File: config.mk
export PLATFORM = sky130hd
export DESIGN_NAME = pattern_ram_writer
export DESIGN_NICKNAME = d
export VERILOG_FILES = /design/src/rtl/pattern_ram_writer_pkg.sv /design/src/rtl/pattern_mem.sv /design/src/rtl/pattern_ram_writer.sv
export SDC_FILE = /design/constraint.sdc
export NUM_CORES = 1
export LEC_CHECK = 0
export ABC_CLOCK_PERIOD_IN_PS = 2600
export CELL_PAD_IN_SITES_DETAIL_PLACEMENT = 1
export CELL_PAD_IN_SITES_GLOBAL_PLACEMENT = 2
export CORE_MARGIN = 3
export CORE_UTILIZATION = 45
export DETAILED_ROUTE_END_ITERATION = 10
export GPL_TIMING_DRIVEN = 0
export HOLD_SLACK_MARGIN = 0.1
export MAX_ROUTING_LAYER = met4
export PLACE_DENSITY = 0.73
export SYNTH_ARGS = -nofsm -noshare
export SYNTH_HDL_FRONTEND = slang
export SYNTH_SLANG_ARGS = --single-unit
File: constraint.sdc
create_clock -name clk -period 2.6 [get_ports clk]
set_input_delay 0.78 -clock clk [delete_from_list [all_inputs] [get_ports clk]]
set_output_delay 0.78 -clock clk [all_outputs]
set_load 0.1 [all_outputs]
File: src/rtl/pattern_ram_writer_pkg.sv
// Shared types and defaults for the run-time loadable pattern RAM.
package pattern_ram_writer_pkg;

    localparam int DEPTH_DEF = 32;
    localparam int AW_DEF    = 5;
    localparam int DW_DEF    = 8;

    localparam logic [7:0] OOR_VAL = 8'h00;

    typedef enum logic [1:0] {
        ST_IDLE = 2'd0,
        ST_LOAD = 2'd1,
        ST_DONE = 2'd2
    } state_e;

endpackage

File: src/rtl/pattern_mem.sv
// DEPTH x DW pattern storage: rising-edge write port, falling-edge registered
// read port matching the pattern ROM read timing.
module pattern_mem
    import pattern_ram_writer_pkg::*;
#(
    parameter int DEPTH = DEPTH_DEF,
    parameter int AW    = AW_DEF,
    parameter int DW    = DW_DEF,
    parameter int RAW   = 8
) (
    input  logic           clk,
    input  logic           rst_n,
    input  logic           we,
    input  logic [AW-1:0]  waddr,
    input  logic [DW-1:0]  wdata,
    input  logic [RAW-1:0] raddr,
    output logic [DW-1:0]  rdata
);

    localparam logic [RAW-1:0] DEPTH_R = RAW'(DEPTH);

    logic [DW-1:0] mem [DEPTH];
    logic [DW-1:0] rdata_d;
    logic [DW-1:0] rdata_q;

    // Storage is intentionally not reset: entries survive reset and restarts.
    always_ff @(posedge clk) begin
        if (we) begin
            mem[waddr] <= wdata;
        end
    end

    always_comb begin
        rdata_d = DW'(OOR_VAL);
        if (raddr < DEPTH_R) begin
            rdata_d = mem[raddr[AW-1:0]];
        end
    end

    // Falling-edge capture gives half-cycle write-through after a rising-edge write.
    always_ff @(negedge clk or negedge rst_n) begin
        if (!rst_n) begin
            rdata_q <= '0;
        end else begin
            rdata_q <= rdata_d;
        end
    end

    assign rdata = rdata_q;

endmodule

File: src/rtl/pattern_ram_writer.sv
// Streams pattern bytes over valid/ready into pattern_mem and reports the
// length of the last completed load.
module pattern_ram_writer
    import pattern_ram_writer_pkg::*;
#(
    parameter int DEPTH = DEPTH_DEF,
    parameter int AW    = AW_DEF,
    parameter int DW    = DW_DEF
) (
    input  logic          clk,
    input  logic          rstn,
    input  logic          start,
    input  logic          commit,
    input  logic [DW-1:0] din,
    input  logic          din_valid,
    output logic          din_ready,
    output logic          busy,
    output logic          done,
    output logic [AW:0]   len,
    input  logic [7:0]    adress,
    output logic [DW-1:0] out
);

    state_e        state_q, state_d;
    logic [AW-1:0] wptr_q, wptr_d;
    logic [AW:0]   len_q, len_d;
    logic          accept;

    always_ff @(posedge clk or negedge rstn) begin
        if (!rstn) begin
            state_q <= ST_IDLE;
            wptr_q  <= '0;
            len_q   <= '0;
        end else begin
            state_q <= state_d;
            wptr_q  <= wptr_d;
            len_q   <= len_d;
        end
    end

    // A restart in the same cycle swallows any offered byte.
    assign accept = (state_q == ST_LOAD) && din_valid && !start;

    always_comb begin
        state_d = state_q;
        wptr_d  = wptr_q;
        len_d   = len_q;
        unique case (state_q)
            ST_IDLE: begin
                if (start) begin
                    state_d = ST_LOAD;
                    wptr_d  = '0;
                end
            end
            ST_LOAD: begin
                if (start) begin
                    wptr_d = '0;
                end else if (commit) begin
                    state_d = ST_DONE;
                    len_d   = {1'b0, wptr_q} + {{AW{1'b0}}, accept};
                end else if (accept) begin
                    wptr_d = wptr_q + 1'b1;
                    if (wptr_q == AW'(DEPTH - 1)) begin
                        state_d = ST_DONE;
                        len_d   = (AW+1)'(DEPTH);
                    end
                end
            end
            ST_DONE: begin
                state_d = ST_IDLE;
            end
            default: begin
                state_d = ST_IDLE;
            end
        endcase
    end

    assign din_ready = (state_q == ST_LOAD);
    assign busy      = (state_q == ST_LOAD);
    assign done      = (state_q == ST_DONE);
    assign len       = len_q;

    pattern_mem #(
        .DEPTH (DEPTH),
        .AW    (AW),
        .DW    (DW),
        .RAW   (8)
    ) u_mem (
        .clk   (clk),
        .rst_n (rstn),
        .we    (accept),
        .waddr (wptr_q),
        .wdata (din),
        .raddr (adress),
        .rdata (out)
    );

endmodule

==> impl_metrics.py <==
metrics = {
    "run_status": {
        "status": "finished, violations left",
        "failed_checks": "setup timing",
    },
    "clock_network": {
        "numCtsBuffers": 28,
        "clk_pin_slew_ns": 0.06,
        "tritoncts": "done",
        "h-tree-depth": 1,
        "hold_buffers": 0,
        "clkSinkCount": 277,
        "clock-root-buffer": "clkbuf_16",
        "cts_max_path_buffers": 3,
        "clkLatencyLatePin_ns": 0.53,
    },
    "yosys": {
        "synth-seq-cells": 277,
        "synth-edff-count": 256,
        "syn_nets": 572,
        "syn_area_per_cell_um2": 20.60,
        "yosysUniqueCellTypes": 51,
        "synthDominantCellAreaShare_pct": 68.72,
        "synth_area_leaders": "edfxtp_1 (69%), mux4_1 (9.4%), mux4_2 (3.6%), dfrtp_1 (2.9%), mux2i_1 (2.7%)",
        "synthCells": 543,
        "async_reset_ff_share_pct": 7.581,
        "synth_seq_area_share_pct": 73.41,
        "synth_ff_type": "edfxtp_1",
        "synth_top_area_cell": "edfxtp_1",
        "ys_warn_count": 0,
        "syn_area_um2": 11190,
    },
    "power_and_ir_drop": {
        "p_int_mw": 7.702,
        "clkPwrFrac_pct": 42.5,
        "leakagePower_nw": 4.477,
        "combinationalPowerShare_pct": 7.3,
        "switchingPower_mw": 2.073,
        "seqPwrFrac_pct": 50.2,
        "finalPower_mw": 9.774,
        "powerDensity_nw_per_um2": 722.9,
        "irDropWorstVdd_v": 0.0005132,
        "swShare_pct": 21.21,
    },
    "drt": {
        "drc": 0,
        "drt_iter0_drc": 458,
        "viasPerCell": 5.614,
        "vias": 5451,
        "routedWlPerCell_um": 26.09,
        "first_pass_iters": 4,
        "detail-route-antenna-nets": 0,
        "drt_wl_total_um": 25340,
    },
    "die": {
        "initial_core_util_pct": 45.87,
        "die_h_um": 163.7,
        "dieArea_um2": 26790,
        "die_w_um": 163.7,
        "ios": 38,
        "num_rows": 57,
        "core_area_um2": 24390,
    },
    "grt": {
        "grt_pass1_vias": 6010,
        "grt_pass1_wl_um": 38900,
        "grt_use_total_pct": 20.28,
        "grt_max_degree": 33,
        "antenna_found_initial": 0,
        "grt_overflow": 0,
    },
    "layout": {
        "final_cells": 971,
        "drive_gt1_share_pct": 35.24,
        "diodes": 0,
        "fill_cells": 2147,
        "num-nets-final": 654,
        "area_growth_pct": 20.87,
    },
    "worst_setup_path": {
        "cp_top_family": "flip-flops",
        "worstPathCellList": "buf_12",
        "worst_setup_path_start_kind": "flop",
        "cpPeakStageDelay_ns": 0.49,
        "cp_max_fo": 1,
        "crit_type": "reg2out",
        "arrival_ns": 2.52,
        "critPathRequiredTime_ns": 1.82,
        "cp_num_buf_inv": 1,
        "end_kind": "output pin",
        "slowest_stage": "dfrtn_1",
        "r2r_slack_ns": -0.36,
    },
    "sta": {
        "skew_ns": 0.01650,
        "layout_setup_ws_ns": -0.6999,
        "hold_viol": 0,
        "tightest_slew_ns": 1.351,
        "slew_violations": 0,
        "max-slew-margin-rel_pct": 9.648,
        "rsz0062_at_grt": "true",
        "setup_viol": 16,
    },
    "hold_path": {
        "hp-class": "reg2reg",
    },
    "place": {
        "place_congestion": 0.8620,
        "dp_hpwl_um": 15710,
        "dpl.cell_count": 900,
        "place_ws_ns": -1.262,
        "numPortBuffers": 33,
    },
    "run": {
        "cap_violations": 0,
    },
}
-- flip-flops by register name, summed over array words and instances, names as in the netlist --
signal and cells:
len 6, state_q 2, u_mem.mem 256, u_mem.rdata 8, wptr_q 5
-- through the flow --
stage,utilization (%),TNS [ns],hold WS [ns],cell area (um^2)
finish,55.44,-8.791,0.5051,13520
global route,55.44,-9.045,0.5438,13520
floorplan,-,-9.400,0.4844,11130
CTS,54.89,-17.72,0.5149,13390
detailed placement,48.66,-199.14,0.4902,11870
global placement,48.66,-186.82,0.4826,11870
-- layer usage --
metal | vias up | global-route usage (%) | share of wire, %
met3 | 31 | 2.942 | 4.7
li1 | 2396 | - | -
met1 | 2875 | 28.25 | 44
met2 | 149 | 31.94 | 49
met4 | 0 | 5.152 | 2.2
met5 | - | - | 0
-- power groups by stage --
stage / Clock [mW] / Sequential, mW / Combinational [mW]
2_1_floorplan: 0 / 5.08 / 0.298
3_3_place_gp: 0 / 5.00 / 0.585
3_5_place_dp: 0 / 5.00 / 0.602
4_1_cts: 4.23 / 4.91 / 0.697
5_1_grt: 4.43 / 4.91 / 0.755
6_report: 4.15 / 4.91 / 0.714
-- Yosys cell counts (all sizes together), types with 3 or more instances --
| cell type | number |
|---|---|
| a21oi | 3 |
| a221o | 7 |
| a221oi | 6 |
| a22oi | 6 |
| a31oi | 6 |
| buf | 16 |
| clkbuf | 12 |
| dfrtn | 8 |
| dfrtp | 13 |
| edfxtp | 256 |
| ha | 8 |
| inv | 9 |
| mux2i | 30 |
| mux4 | 58 |
| nand2 | 13 |
| nand3 | 6 |
| nor2 | 38 |
| nor2b | 6 |
| o21ai | 9 |
| xor2 | 5 |
-- repair_timing --
item                                    CTS  global route
endpoints found under the setup margin  289           284
hold endpoints to repair                  0             0
cloned                                    5             1
resized for setup                       188            38
setup buffers                            13             3
pin swaps                                14             8
-- layout make-up --
cell class                 instances  area (um^2)  share of cell area [%]
sequential                       277         8213                   60.74
multi-input combinational        228         2846                   21.05
clock buffer                      30        729.5                   5.395
timing repair buffer              53        699.4                   5.173
tap                              324        405.4                   2.998
buffer                            28        359.1                   2.656
clock inverter                    22        235.2                   1.740
inverter                           9        33.78                  0.2498
-- cell families (layout without fill, tap and decap cells) --
| group | Yosys count | count (layout) | synth area share (%) |
|---|---|---|---|
| compound gates | 44 | 44 | 2.874 |
| flops | 277 | 277 | 73.41 |
| fa+ha+maj | 8 | 8 | 0.8948 |
| xor+xnor | 5 | 5 | 0.3914 |
| simple gates | 81 | 81 | 3.512 |
| buf+inv | 38 | 142 | 3.008 |
| mux | 90 | 90 | 15.90 |
-- final timing paths --
kind / depth (start not counted) / start / endpoint
hold / removal: 1 / len[5]$_DFFE_PN0P_ / len[5]$_DFFE_PN0P_
hold reg to reg: 1 / len[5]$_DFFE_PN0P_ / len[5]$_DFFE_PN0P_
max in group asynchronous: 1 / rstn / u_mem.rdata[4]$_DFF_NN0_
min in group asynchronous: 1 / rstn / wptr_q[0]$_DFFE_PN0P_
setup / recovery: 1 / u_mem.rdata[0]$_DFF_NN0_ / out[0]
setup reg to reg: 4 / u_mem.mem[4][7]$_DFFE_PP_ / u_mem.rdata[7]$_DFF_NN0_
-- placed cells by master (no fill, tap or decap), drive strengths merged, types with 5 or more instances in the layout --
cell type,synthesis,layout
clkbuf,12,44
mux4,58,58
a22oi,6,6
dfrtp,13,13
nor2b,6,6
o21ai,9,9
nor2,38,38
mux2i,30,30
clkinv,0,14
nand3,6,6
dfrtn,8,8
xor2,5,5
a221oi,6,6
bufinv,0,5
clkdlybuf4s50,0,12
a221o,7,7
buf,16,44
inv,9,9
nand2,13,13
edfxtp,256,256
ha,8,8
a31oi,6,6
dlygate4sd2,0,8
No activity file was read; power rests on OpenSTA's default activity.
